## src/rtl/proc_pkg.sv

```systemverilog
// Shared processor definitions.
//   PC_W        : instruction address width, common to the program counter,
//                 InstROM and the branch LUT.
//   pc_state_t  : fetch sequencer state (IDLE before the first Start,
//                 RUN while fetching, DONE after a halt).
package proc_pkg;

  localparam int PC_W = 10;

  typedef enum logic [1:0] {
    IDLE = 2'd0,
    RUN  = 2'd1,
    DONE = 2'd2
  } pc_state_t;

endpackage : proc_pkg

```

## src/rtl/prog_ctr.sv

```systemverilog
// Program counter / fetch sequencer feeding InstROM.
// ProgCtr advances by one per RUN cycle. It jumps to Target on a taken je/jne
// and freezes on halt. Start (accepted in IDLE or DONE) restarts the program
// at START_ADDR. InstCount counts retired instructions since the last Start
// and saturates at its maximum value.
//
// Ports
//   Clk        in   clock, all state on the rising edge
//   Reset_n    in   asynchronous active-low reset
//   Start      in   begin/restart program (ignored while running)
//   Halt       in   current instruction is halt
//   BranchEn   in   current instruction is je/jne
//   BranchNe   in   0 = je (taken on Zero=1), 1 = jne (taken on Zero=0)
//   Zero       in   ALU zero flag from the previous compare
//   Target     in   absolute branch target
//   ProgCtr    out  fetch address to InstROM
//   Running    out  high while in RUN
//   Done       out  high while in DONE
//   InstCount  out  instructions retired since last Start
module prog_ctr
  import proc_pkg::*;
#(
  parameter int             A          = PC_W,
  parameter logic [A-1:0]   START_ADDR = '0,
  parameter int             CW         = 16
) (
  input  logic          Clk,
  input  logic          Reset_n,
  input  logic          Start,
  input  logic          Halt,
  input  logic          BranchEn,
  input  logic          BranchNe,
  input  logic          Zero,
  input  logic [A-1:0]  Target,
  output logic [A-1:0]  ProgCtr,
  output logic          Running,
  output logic          Done,
  output logic [CW-1:0] InstCount
);

  pc_state_t     state_q, state_d;
  logic [A-1:0]  pc_q, pc_d;
  logic [CW-1:0] cnt_q, cnt_d;
  logic          running_q, done_q;
  logic          taken;

  // Next-state, next-PC and taken decode.
  always_comb begin
    // NOTE: every signal driven here gets a default first, so no path leaves
    // it unassigned and no latch is inferred.
    state_d = state_q;
    pc_d    = pc_q;
    cnt_d   = cnt_q;
    // je is taken on Zero=1, jne on Zero=0.
    taken   = BranchEn & (Zero ^ BranchNe);

    unique case (state_q)
      IDLE, DONE: begin
        if (Start) begin
          pc_d    = START_ADDR;
          cnt_d   = '0;
          state_d = RUN;
        end
      end
      RUN: begin
        // The halt cycle retires an instruction too.
        if (cnt_q != '1) cnt_d = cnt_q + CW'(1);
        if (Halt) begin
          // Halt outranks a simultaneous taken branch; the halt address stays
          // on ProgCtr.
          state_d = DONE;
        end else if (taken) begin
          pc_d = Target;
        end else begin
          pc_d = pc_q + A'(1);  // wraps modulo 2**A
        end
      end
      default: state_d = IDLE;
    endcase
  end

  // NOTE: sequential state uses non-blocking assignments so every flop
  // samples the pre-edge values regardless of statement order.
  always_ff @(posedge Clk or negedge Reset_n) begin
    if (!Reset_n) begin
      state_q   <= IDLE;
      pc_q      <= '0;
      cnt_q     <= '0;
      running_q <= 1'b0;
      done_q    <= 1'b0;
    end else begin
      state_q   <= state_d;
      pc_q      <= pc_d;
      cnt_q     <= cnt_d;
      // Status flags are registered decodes of the next state, so they
      // always line up with state_q and are never both high.
      running_q <= (state_d == RUN);
      done_q    <= (state_d == DONE);
    end
  end

  assign ProgCtr   = pc_q;
  assign Running   = running_q;
  assign Done      = done_q;
  assign InstCount = cnt_q;

endmodule : prog_ctr

```

## config.mk

```make
export PLATFORM = sky130hd
export DESIGN_NAME = prog_ctr
export DESIGN_NICKNAME = d
export VERILOG_FILES = /design/src/rtl/proc_pkg.sv /design/src/rtl/prog_ctr.sv
export SDC_FILE = /design/constraint.sdc
export NUM_CORES = 1
export LEC_CHECK = 0
export BUFFER_PORTS_ARGS = -buffer_cell sky130_fd_sc_hd__buf_2
export CELL_PAD_IN_SITES_DETAIL_PLACEMENT = 0
export CELL_PAD_IN_SITES_GLOBAL_PLACEMENT = 1
export CORE_MARGIN = 10
export CORE_UTILIZATION = 39
export DETAILED_ROUTE_END_ITERATION = 12
export GPL_TIMING_DRIVEN = 0
export HOLD_SLACK_MARGIN = 0.03
export PLACE_DENSITY_LB_ADDON = 0.1
export SLEW_MARGIN = 20
export SYNTH_ARGS = -nofsm -noshare
export SYNTH_HDL_FRONTEND = slang
export SYNTH_SLANG_ARGS = --single-unit
```

## constraint.sdc

```tcl
create_clock -name Clk -period 3 [get_ports Clk]
set_clock_uncertainty 0.1 [all_clocks]
set_input_delay 0.6 -clock Clk [delete_from_list [all_inputs] [get_ports Clk]]
set_output_delay 0.6 -clock Clk [all_outputs]
set_load 0.01 [all_outputs]
```

==> results.txt, run 1 <==
----------------------------------------------------
[Yosys]
  Post-synthesis adder-cell area fraction ... 0.0144
  Post-synthesis xor/xnor area fraction ... 0.00504
  Cell taking the most area after synthesis ... sky130_fd_sc_hd__dfrtp_1
  Yosys warnings ... 0
  Most frequent cell after synthesis ... sky130_fd_sc_hd__dfrtp_1
  Post-synth EDFFs ... 0
  Post-Synthesis Cells ... 193
  Share of cell area taken by muxes after synthesis ... 0.0115
  Number of distinct library cell variants in the gate-level netlist after synthesis ... 49
  Proportion of synthesized chip area in sequential cells ... 0.432
  Average cell area after synthesis ... 9.01 um2
  Synthesized-area fraction occupied by ao, oa, aoi and oai cells ... 0.273
  Number of storage elements in the synthesis netlist ... 30
  Post-Synthesis Net Count ... 212
  Most frequently used flop master after synthesis ... sky130_fd_sc_hd__dfrtp_1
  Largest family of logic cells by synthesized area ... compound AO/OA/AOI/OAI gates
  Proportion of synthesized flip-flops having asynchronous set or reset ... 1.00
  Cell types occupying the most area after synthesis ... sky130_fd_sc_hd__dfrtp_1, sky130_fd_sc_hd__o21ai_0, sky130_fd_sc_hd__a21oi_1, sky130_fd_sc_hd__nand2_1, sky130_fd_sc_hd__o2bb2ai_1
  Portion of synthesized cell area occupied by the leading cell type ... 0.432
  Synthesized-area fraction occupied by and/or/nand/nor cells ... 0.222
  Total standard cell area after synthesis ... 0.00174 mm2
  Most frequent cells after synthesis ... sky130_fd_sc_hd__dfrtp_1, sky130_fd_sc_hd__o21ai_0, sky130_fd_sc_hd__nand2_1

[Die]
  Initial core utilization ... 0.402
  Horizontal die dimension ... 86.8 um
  Die height ... 86.8 um
  Core box area ... 0.00432 mm2
  I/O pin count ... 45
  Floorplan row count ... 24
  Overall die area ... 0.00753 mm2

[Power and ir drop]
  Worst VDD drop ... 237 uV
  Logic gate share of total power ... 0.298
  Part of the power in the clock network ... 0.271
  Register share of total power ... 0.431
  Net switching power figure ... 0.456 mW
  Design Power ... 1.26 mW
  Net switching fraction of the power ... 0.361
  Power per standard cell area ... 598 mW/mm2
  Standby leakage power ... 0.941 nW
  Internal power component ... 0.808 mW

[Setup path]
  Worst reg2reg startpoint ... InstCount[0]
  Worst Path Buf+Inv ... 1
  Worst reg2reg endpoint ... InstCount[1]
  CP Max Fanout ... 9
  Required @ worst endpoint ... 3.07 ns
  Termination of the worst setup path ... InstCount[1]
  Cells traversed along the worst timing path ... ha_1, nand4_4, or4_1, buf_2, or2_0, a32o_1
  Critical-path top delay cell ... sky130_fd_sc_hd__or4_1
  Flop-to-flop setup slack ... 0.72 ns
  CP Launch Point ... InstCount[0]
  Crit path depth ... 6
  Crit Path Category ... register to register
  Critical Path Max Stage Delay ... 0.48 ns
  Data arrival, critical path ... 2.35 ns
  Family of cells with the greatest summed delay on the critical path ... simple AND/OR/NAND/NOR gates
  Count of cells along the worst register-to-register path ... 6
  Sort of element at the end of the critical path ... register
  Type of origin of the critical path ... register

[Final layout]
  Final core utilization ... 0.489
  Number of antenna cells inserted ... 0
  Post-layout instance count excluding filler cells ... 297
  Nets@finish ... 263
  Design Area, Final ... 0.00212 mm2
  Layout cells sized above 1 ... 0.241
  Area growth syn-to-layout ... 21.7%

[Timing]
  Transition time of the tightest slew-check pin ... 0.685 ns
  Hold slack final ... 0.249 ns
  Summed negative setup slack over all endpoints ... 0 ns
  Final setup margin ... 0.725 ns
  Setup violation total in the final timing report ... 0
  Fin crit period ... 2.28 ns
  Period utilization ... 0.758
  Count of final hold-check violations ... 0
  Number of max-slew violations in the final report ... 0
  RSZ-0062 raised after global routing ... false
  Maximum frequency from static timing analysis ... 439 MHz
  Max-Slew Margin vs Limit ... 0.544

[CTS]
  CTS H-tree lvls ... 2
  Clock insertion delay at the later pin of the skew report ... 0.29 ns
  Maximum buffer depth of the clock tree ... 2
  Hold buffer count at CTS ... 0
  Num CTS Buffers ... 5
  Cell chosen for the clock root ... sky130_fd_sc_hd__clkbuf_8
  Count of instances resized after the clock tree is built ... 0
  Register clock-pin slew on the reported worst setup and hold paths ... 0.07 ns
  Post-CTS setup buffers ... 0
  TritonCTS clock tree ... yes
  Count of clock tree sinks ... 30

[Detailed routing]
  DRT Pass-1 Iters ... 4
  Drt via density ... 5.52
  Antenna viol nets, final ... 0
  Residual DRC count ... 0
  Routed wire length per instance ... 16.2 um
  Starting DRC count in detailed routing ... 98
  Drt total wl ... 4810 um
  Vias post-DR ... 1638

[Global routing]
  Global-route wire length before repair ... 8220 um
  Pin count of the biggest net entering global routing ... 31
  Initial antenna violation count ... 0
  Via count of the first global-routing pass ... 1627
  Global-route usage over all layers ... 0.133
  Total congestion overflow after global routing ... 0

[Placement]
  Number of cells in the design after placement ... 289
  Count of input and output buffers ... 44
  Placer's final routability congestion estimate ... 0.798
  Placed instance area ... 0.00202 mm2
  Total half-perimeter wirelength after legalization and detailed placement ... 3590 um
  Worst-case setup slack after placement ... 0.716 ns

[Flow run]
  Max Cap Violations ... 0

[Worst hold path]
  Hold crit path type ... primary input to async pin

[Status]
  Run status ... finished, final reports clean

----------------------------------------------------
-- cell families (layout without fill, tap and decap cells) --
family	Yosys count	after routing
and+or+nand+nor	72	72
AOI/OAI and AO/OA	69	69
DFF	30	30
buffers and inverters	17	69
adders and majority gates	2	2
muxes	2	2
xor gates and xnor gates	1	1
-- per-layer routing --
| layer | global-route usage | vias up | routed length (um) |
|---|---|---|---|
| li1 | - | 835 | - |
| met1 | 0.173 | 749 | 2300 |
| met2 | 0.198 | 47 | 2140 |
| met3 | 0.0413 | 7 | 299 |
| met4 | 0.0545 | 0 | 78 |
| met5 | 0 | - | 0 |
-- state kept, by name (all words and copies together), names as in the netlist --
signal	count
InstCount	16
ProgCtr	10
state_q	2
Done	1
Running	1
-- worst reg2reg max path: cells and delay by family, from the launching register on --
kind	cells	cell delay, ns
AND/OR/NAND/NOR	3	0.93
buffers and inverters	1	0.18
AO/OA/AOI/OAI	1	0.27
adder cells (fa/ha/maj)	1	0.28
flip-flops	1	0.42
-- worst min-delay path by stage --
stage                    start            end  slack (ns)  cells past startpoint
floorplan              Reset_n           Done        0.20                      0
global placement    ProgCtr[9]     ProgCtr[9]        0.40                      1
detailed placement  ProgCtr[9]     ProgCtr[9]        0.42                      1
CTS                    Reset_n   InstCount[9]        0.28                      1
global route           Reset_n  InstCount[11]        0.31                      1
finish                 Reset_n   InstCount[2]        0.25                      1
-- cells in the final DEF, fill, tap and decap left out, types with 2 or more instances in the layout --
| cell type | count |
|---|---|
| sky130_fd_sc_hd__a211oi_1 | 3 |
| sky130_fd_sc_hd__a21oi_1 | 14 |
| sky130_fd_sc_hd__a221o_1 | 3 |
| sky130_fd_sc_hd__a22o_1 | 2 |
| sky130_fd_sc_hd__a22oi_1 | 4 |
| sky130_fd_sc_hd__a31oi_1 | 3 |
| sky130_fd_sc_hd__and3_1 | 3 |
| sky130_fd_sc_hd__buf_2 | 45 |
| sky130_fd_sc_hd__clkbuf_1 | 6 |
| sky130_fd_sc_hd__clkbuf_8 | 6 |
| sky130_fd_sc_hd__dfrtp_1 | 30 |
| sky130_fd_sc_hd__ha_1 | 2 |
| sky130_fd_sc_hd__inv_1 | 9 |
| sky130_fd_sc_hd__mux2i_1 | 2 |
| sky130_fd_sc_hd__nand2_1 | 15 |
| sky130_fd_sc_hd__nand2b_1 | 3 |
| sky130_fd_sc_hd__nand3_1 | 10 |
| sky130_fd_sc_hd__nand4_1 | 2 |
| sky130_fd_sc_hd__nor2_1 | 12 |
| sky130_fd_sc_hd__nor2b_1 | 3 |
| sky130_fd_sc_hd__nor3_1 | 9 |
| sky130_fd_sc_hd__nor3b_1 | 2 |
| sky130_fd_sc_hd__nor4_1 | 4 |
| sky130_fd_sc_hd__o21ai_0 | 18 |
| sky130_fd_sc_hd__o221ai_1 | 2 |
| sky130_fd_sc_hd__o22a_1 | 3 |
| sky130_fd_sc_hd__o2bb2ai_1 | 6 |
-- cell type report --
| type | count | area (um2) |
|---|---|---|
| plain buffers | 8 | 40.0 |
| clock buffers | 7 | 86.3 |
| clock inverters | 1 | 5.00 |
| fillers | 455 | 2210 |
| inverters | 9 | 33.8 |
| multi-input cells | 146 | 915 |
| flip-flops and latches | 30 | 751 |
| well taps | 52 | 65.1 |
| repair buffers | 44 | 220 |
-- power by group through the flow --
stage	Clock (mW)	Sequential, mW	Combinational (mW)
final	0.342	0.545	0.377
after floorplan	0	0.566	0.217
after global placement	0	0.552	0.386
after CTS	0.350	0.547	0.385
after detailed placement	0	0.554	0.384
after global routing	0.365	0.562	0.423
Power figures use the tool's default switching activity.
==> run 2, diff against run 1 <==
- clock period: 3 -> 2.15 ns (I/O delays scaled with it)
==> results.txt, run 2 (synthesis results as in run 1) <==
----------------------------------------------------
[Die]
  I/O pin count ... 45 (unchanged)
  Overall die area ... 0.00753 mm2 (unchanged)
  Initial core utilization ... 0.402 (unchanged)
  Core box area ... 0.00432 mm2 (unchanged)
  Horizontal die dimension ... 86.8 um (unchanged)
  Die height ... 86.8 um (unchanged)
  Floorplan row count ... 24 (unchanged)

[Power and ir drop]
  Worst VDD drop ... 344 uV (+45%)
  Standby leakage power ... 0.967 nW (+2.8%)
  Power per standard cell area ... 832 mW/mm2 (+39%)

[Setup path]
  Critical-path top delay cell ... sky130_fd_sc_hd__or4_1
  Data arrival, critical path ... 2.15 ns (-0.20 ns)
  Crit Path Category ... register to register
  Crit path depth ... 6 (unchanged)
  Worst Path Buf+Inv ... 1 (unchanged)
  Sort of element at the end of the critical path ... register
  Type of origin of the critical path ... register
  Flop-to-flop setup slack ... 0.08 ns (-0.65 ns)
  Worst reg2reg endpoint ... InstCount[1]
  Cells traversed along the worst timing path ... ha_4, nand4_4, or4_1, buf_2, or2_1, a32o_1
  Critical Path Max Stage Delay ... 0.48 ns (about the same)
  Count of cells along the worst register-to-register path ... 6 (unchanged)
  Required @ worst endpoint ... 2.23 ns (-0.84 ns)
  Family of cells with the greatest summed delay on the critical path ... simple AND/OR/NAND/NOR gates
  CP Max Fanout ... 6 (-3)
  Worst reg2reg startpoint ... InstCount[0]

[Detailed routing]
  Routed wire length per instance ... 16.3 um (+0.48%)
  Vias post-DR ... 1697 (+3.6%)
  Drt via density ... 5.60 (+1.6%)
  Drt total wl ... 4930 um (+2.5%)
  Residual DRC count ... 0 (unchanged)
  Antenna viol nets, final ... 0 (unchanged)
  Starting DRC count in detailed routing ... 155 (+58%)
  DRT Pass-1 Iters ... 5 (+1)

[Global routing]
  Initial antenna violation count ... 0 (unchanged)
  Pin count of the biggest net entering global routing ... 31 (unchanged)
  Via count of the first global-routing pass ... 1746 (+7.3%)
  Total congestion overflow after global routing ... 0 (unchanged)
  Global-route wire length before repair ... 8370 um (+1.8%)
  Global-route usage over all layers ... 0.136 (+0.00308)

[Final layout]
  Total area of multi-input combinational cells ... 932 um2 (+1.9%)
  Layout cells sized above 1 ... 0.267 (+0.0261)
  Filler Cells Inserted ... 436 (-4.2%)
  Flip-flop count of the largest register, all copies and words added ... 16 (unchanged)
  Final core utilization ... 0.504 (+0.0145)
  Combined flip-flop and latch cell area ... 751 um2 (unchanged)
  Number of antenna cells inserted ... 0 (unchanged)
  Area growth syn-to-layout ... 25.3%
  Design Area, Final ... 0.00218 mm2 (+3.0%)
  Most used cells in the layout excluding fill and tap cells ... sky130_fd_sc_hd__buf_2, sky130_fd_sc_hd__dfrtp_1, sky130_fd_sc_hd__o21ai_0
  Nets@finish ... 269 (+2.3%)
  Leading cell type in the layout, fill and taps excluded ... sky130_fd_sc_hd__buf_2

[CTS]
  Cell chosen for the clock root ... sky130_fd_sc_hd__clkbuf_8
  Register clock-pin slew on the reported worst setup and hold paths ... 0.07 ns (about the same)
  TritonCTS clock tree ... yes
  Clock insertion delay at the later pin of the skew report ... 0.28 ns (about the same)
  Num CTS Buffers ... 5 (unchanged)
  CTS H-tree lvls ... 2 (unchanged)
  Count of clock tree sinks ... 30 (unchanged)
  Maximum buffer depth of the clock tree ... 2 (unchanged)

[Timing]
  Transition time of the tightest slew-check pin ... 0.692 ns (+0.00731 ns)
  Maximum frequency from static timing analysis ... 483 MHz (+9.8%)
  Final setup margin ... 0.0783 ns (-0.646 ns)
  Max-Slew Margin vs Limit ... 0.539 (-0.00488)
  Fin crit period ... 2.07 ns (-0.204 ns)
  Count of final hold-check violations ... 0 (unchanged)
  Number of max-slew violations in the final report ... 0 (unchanged)
  Setup violation total in the final timing report ... 0 (unchanged)
  Period utilization ... 0.964 (+0.205)

[Flow run]
  Max Cap Violations ... 0 (unchanged)

[Placement]
  Total half-perimeter wirelength after legalization and detailed placement ... 3600 um (+0.25%)
  Worst-case setup slack after placement ... -0.0762 ns (-0.792 ns)
  Placed instance area ... 0.00203 mm2 (+0.12%)
  Count of input and output buffers ... 44 (unchanged)
  Placer's final routability congestion estimate ... 0.845 (+5.8%)

[Status]
  Run status ... finished, final reports clean

[Worst hold path]
  Hold crit path type ... primary input to async pin

----------------------------------------------------
[run 2: worst max path at each step]
stage,start,endpoint,slack [ns]
final,InstCount[0],InstCount[1],0.08
after global placement,InstCount[0],InstCount[1],-0.06
after floorplan,InstCount[0],InstCount[1],0.02
after CTS,InstCount[0],InstCount[1],0.04
after global routing,InstCount[0],InstCount[1],-0.0005
after detailed placement,InstCount[0],InstCount[1],-0.08
[run 2: area by class of cell]
type / count / area share
Buffer: 8 / 0.0184
Clock buffer: 7 / 0.0396
Clock inverter: 1 / 0.00230
Inverter: 9 / 0.0155
Multi-Input combinational cell: 146 / 0.428
Sequential cell: 30 / 0.345
Tap cell: 52 / 0.0299
Timing Repair Buffer: 50 / 0.122
[run 2: power by group]
| part | switching [mW] | internal [mW] | leakage, nW |
|---|---|---|---|
| logic | 0.326 | 0.247 | 0.513 |
| registers | 0.104 | 0.651 | 0.406 |
| clock network | 0.225 | 0.258 | 0.0482 |
[run 2: timing repair]
action	4_1_cts	5_1_grt
gates resized for setup	1	3
setup buffers	2	4
hold endpoints to repair	0	0
hold buffers	0	0
setup endpoints to repair	3	6
pin swaps	0	0
[run 2: routing by layer]
layer | part of all wire | GRT usage | vias up | wire (um)
li1 | - | - | 845 | -
met1 | 0.46 | 0.173 | 800 | 2280
met2 | 0.46 | 0.205 | 48 | 2290
met3 | 0.065 | 0.0497 | 4 | 321
met4 | 0.0093 | 0.0501 | 0 | 46
met5 | 0 | 0 | - | 0
[run 2: per-stage QoR]
stage	instances	hold WS (ns)	power [mW]	TNS, ns
global route	303	0.138	1.94	-0.000479
CTS	299	0.118	1.83	0
global placement	289	0.406	1.31	-0.0578
finish	303	0.0817	1.81	0
detailed placement	289	0.411	1.31	-0.0787
floorplan	193	0.0344	1.10	0
==> run 3, diff against run 2 <==
--- a/config.mk
+++ b/config.mk
@@ -12,2 +12,3 @@
 export CORE_UTILIZATION = 39
+export CTS_CLUSTER_DIAMETER = 60
 export DETAILED_ROUTE_END_ITERATION = 12
==> constraint.sdc (replaced) <==
create_clock -name Clk -period 2.2 [get_ports Clk]
set_clock_uncertainty 0.1 [all_clocks]
set_input_delay 0.55 -clock Clk [delete_from_list [all_inputs] [get_ports Clk]]
set_output_delay 0.55 -clock Clk [all_outputs]
set_load 0.01 [all_outputs]
==> results.txt, run 3 (synthesis results as in run 1) <==
----------------------------------------------------
[Status]
  Run status ... finished, final reports clean

[Final layout]
  Final core utilization ... 0.502 (-0.00145)
  Design Area, Final ... 0.00217 mm2 (-0.29%)
  Most used cells in the layout excluding fill and tap cells ... sky130_fd_sc_hd__buf_2, sky130_fd_sc_hd__dfrtp_1, sky130_fd_sc_hd__o21ai_0
  Nets@finish ... 268 (-0.37%)
  Flip-flop count of the largest register, all copies and words added ... 16 (unchanged)
  Filler Cells Inserted ... 451 (+3.4%)
  Layout cells sized above 1 ... 0.268 (+0.00107)
  Combined flip-flop and latch cell area ... 752 um2 (+0.17%)
  Leading cell type in the layout, fill and taps excluded ... sky130_fd_sc_hd__buf_2
  Area growth syn-to-layout ... 24.9%
  Number of antenna cells inserted ... 0 (unchanged)
  Total area of multi-input combinational cells ... 932 um2 (unchanged)

[Setup path]
  Critical-path top delay cell ... sky130_fd_sc_hd__or4_1
  Sort of element at the end of the critical path ... register
  Data arrival, critical path ... 2.15 ns (about the same)
  Type of origin of the critical path ... register
  Cells traversed along the worst timing path ... ha_4, nand4_4, or4_1, buf_2, or2_0, a32o_1
  Required @ worst endpoint ... 2.27 ns (+0.04 ns)
  CP Max Fanout ... 6 (unchanged)
  Critical Path Max Stage Delay ... 0.47 ns (about the same)
  Crit Path Category ... register to register

[Die]
  Initial core utilization ... 0.402 (unchanged)
  Horizontal die dimension ... 86.8 um (unchanged)
  Floorplan row count ... 24 (unchanged)
  Core box area ... 0.00432 mm2 (unchanged)
  Overall die area ... 0.00753 mm2 (unchanged)
  Die height ... 86.8 um (unchanged)
  I/O pin count ... 45 (unchanged)

[Placement]
  Placer's final routability congestion estimate ... 0.798 (-5.5%)
  Worst-case setup slack after placement ... -0.0841 ns (-0.00784 ns)
  Placed instance area ... 0.00202 mm2 (-0.12%)
  Total half-perimeter wirelength after legalization and detailed placement ... 3590 um (-0.24%)
  Count of input and output buffers ... 44 (unchanged)

[Power and ir drop]
  Design Power ... 1.77 mW (-2.3%)
  Power per standard cell area ... 815 mW/mm2 (-2.0%)
  Standby leakage power ... 0.962 nW (-0.56%)
  Worst VDD drop ... 323 uV (-6.2%)

[Global routing]
  Global-route wire length before repair ... 8230 um (-1.6%)
  Initial antenna violation count ... 0 (unchanged)
  Pin count of the biggest net entering global routing ... 31 (unchanged)
  Via count of the first global-routing pass ... 1639 (-6.1%)
  Global-route usage over all layers ... 0.133 (-0.00289)
  Total congestion overflow after global routing ... 0 (unchanged)

[Detailed routing]
  Vias post-DR ... 1673 (-1.4%)
  Starting DRC count in detailed routing ... 105 (-32%)
  Drt total wl ... 4900 um (-0.77%)
  Residual DRC count ... 0 (unchanged)
  DRT Pass-1 Iters ... 4 (-1)
  Antenna viol nets, final ... 0 (unchanged)
  Drt via density ... 5.54 (-1.1%)
  Routed wire length per instance ... 16.2 um (-0.44%)

[Timing]
  Period utilization ... 0.945 (-0.0181)
  RSZ-0062 raised after global routing ... false
  Count of final hold-check violations ... 0 (unchanged)
  Setup violation total in the final timing report ... 0 (unchanged)
  Maximum frequency from static timing analysis ... 481 MHz (-0.40%)
  Max-Slew Margin vs Limit ... 0.543 (+0.00462)
  Fin crit period ... 2.08 ns (+0.00827 ns)
  Transition time of the tightest slew-check pin ... 0.685 ns (-0.00693 ns)
  Final setup margin ... 0.120 ns (+0.0417 ns)
  Number of max-slew violations in the final report ... 0 (unchanged)

[CTS]
  Maximum buffer depth of the clock tree ... 2 (unchanged)
  TritonCTS clock tree ... yes
  Clock insertion delay at the later pin of the skew report ... 0.29 ns (about the same)
  Count of clock tree sinks ... 30 (unchanged)
  CTS H-tree lvls ... 2 (unchanged)
  Register clock-pin slew on the reported worst setup and hold paths ... 0.07 ns (about the same)
  Num CTS Buffers ... 5 (unchanged)
  Hold buffer count at CTS ... 0 (unchanged)
  Cell chosen for the clock root ... sky130_fd_sc_hd__clkbuf_8

[Flow run]
  Max Cap Violations ... 0 (unchanged)

[Worst hold path]
  Hold crit path type ... primary input to async pin

----------------------------------------------------
[run 3: layout make-up]
| cell class | instances | area share |
|---|---|---|
| Tap cell | 52 | 0.0300 |
| Multi-Input combinational cell | 146 | 0.429 |
| Clock inverter | 1 | 0.00230 |
| Inverter | 9 | 0.0156 |
| Buffer | 8 | 0.0184 |
| Timing Repair Buffer | 49 | 0.119 |
| Clock buffer | 7 | 0.0397 |
| Sequential cell | 30 | 0.346 |
[run 3: path summary, 6_finish.rpt]
check	from	to	slack (ns)	cells past startpoint
max reg2reg	InstCount[0]	InstCount[1]	0.12	6
min reg2reg	ProgCtr[9]	ProgCtr[9]	0.43	1
max in group asynchronous	Reset_n	InstCount[1]	1.31	1
max	InstCount[0]	InstCount[1]	0.12	6
min in group Clk	ProgCtr[9]	ProgCtr[9]	0.43	1
min	Reset_n	InstCount[2]	0.20	1
[run 3: layer usage]
layer | track usage | wire, um
met1 | 0.173 | 2310
met4 | 0.0545 | 81
met2 | 0.199 | 2170
met3 | 0.0413 | 333
met5 | 0 | 0
[run 3: through the flow]
stage / std cells / hold slack (ns) / setup TNS, ns
global route: 302 / 0.265 / 0
global placement: 289 / 0.405 / -0.0486
floorplan: 193 / 0.154 / 0
detailed placement: 289 / 0.417 / -0.0841
finish: 302 / 0.196 / 0
CTS: 298 / 0.227 / 0
[run 3: timing repair]
action | in CTS | in global routing
endpoints found under the setup margin | 2 | 4
resized for setup | 2 | 3
setup buffers | 1 | 4
[run 3: critical path: cells and delay by family, from the launching register on]
| family | cells | cell delay (ns) |
|---|---|---|
| and+or+nand+nor | 3 | 0.85 |
| AOI/OAI and AO/OA | 1 | 0.27 |
| adders and majority gates | 1 | 0.18 |
| DFF | 1 | 0.39 |
| buffers and inverters | 1 | 0.18 |
[run 3: where the power goes]
group | total, mW | internal [mW] | switching [mW]
sequential | 0.744 | 0.638 | 0.106
clock | 0.468 | 0.252 | 0.216
combinational | 0.559 | 0.242 | 0.316
total | 1.77 | 1.13 | 0.638
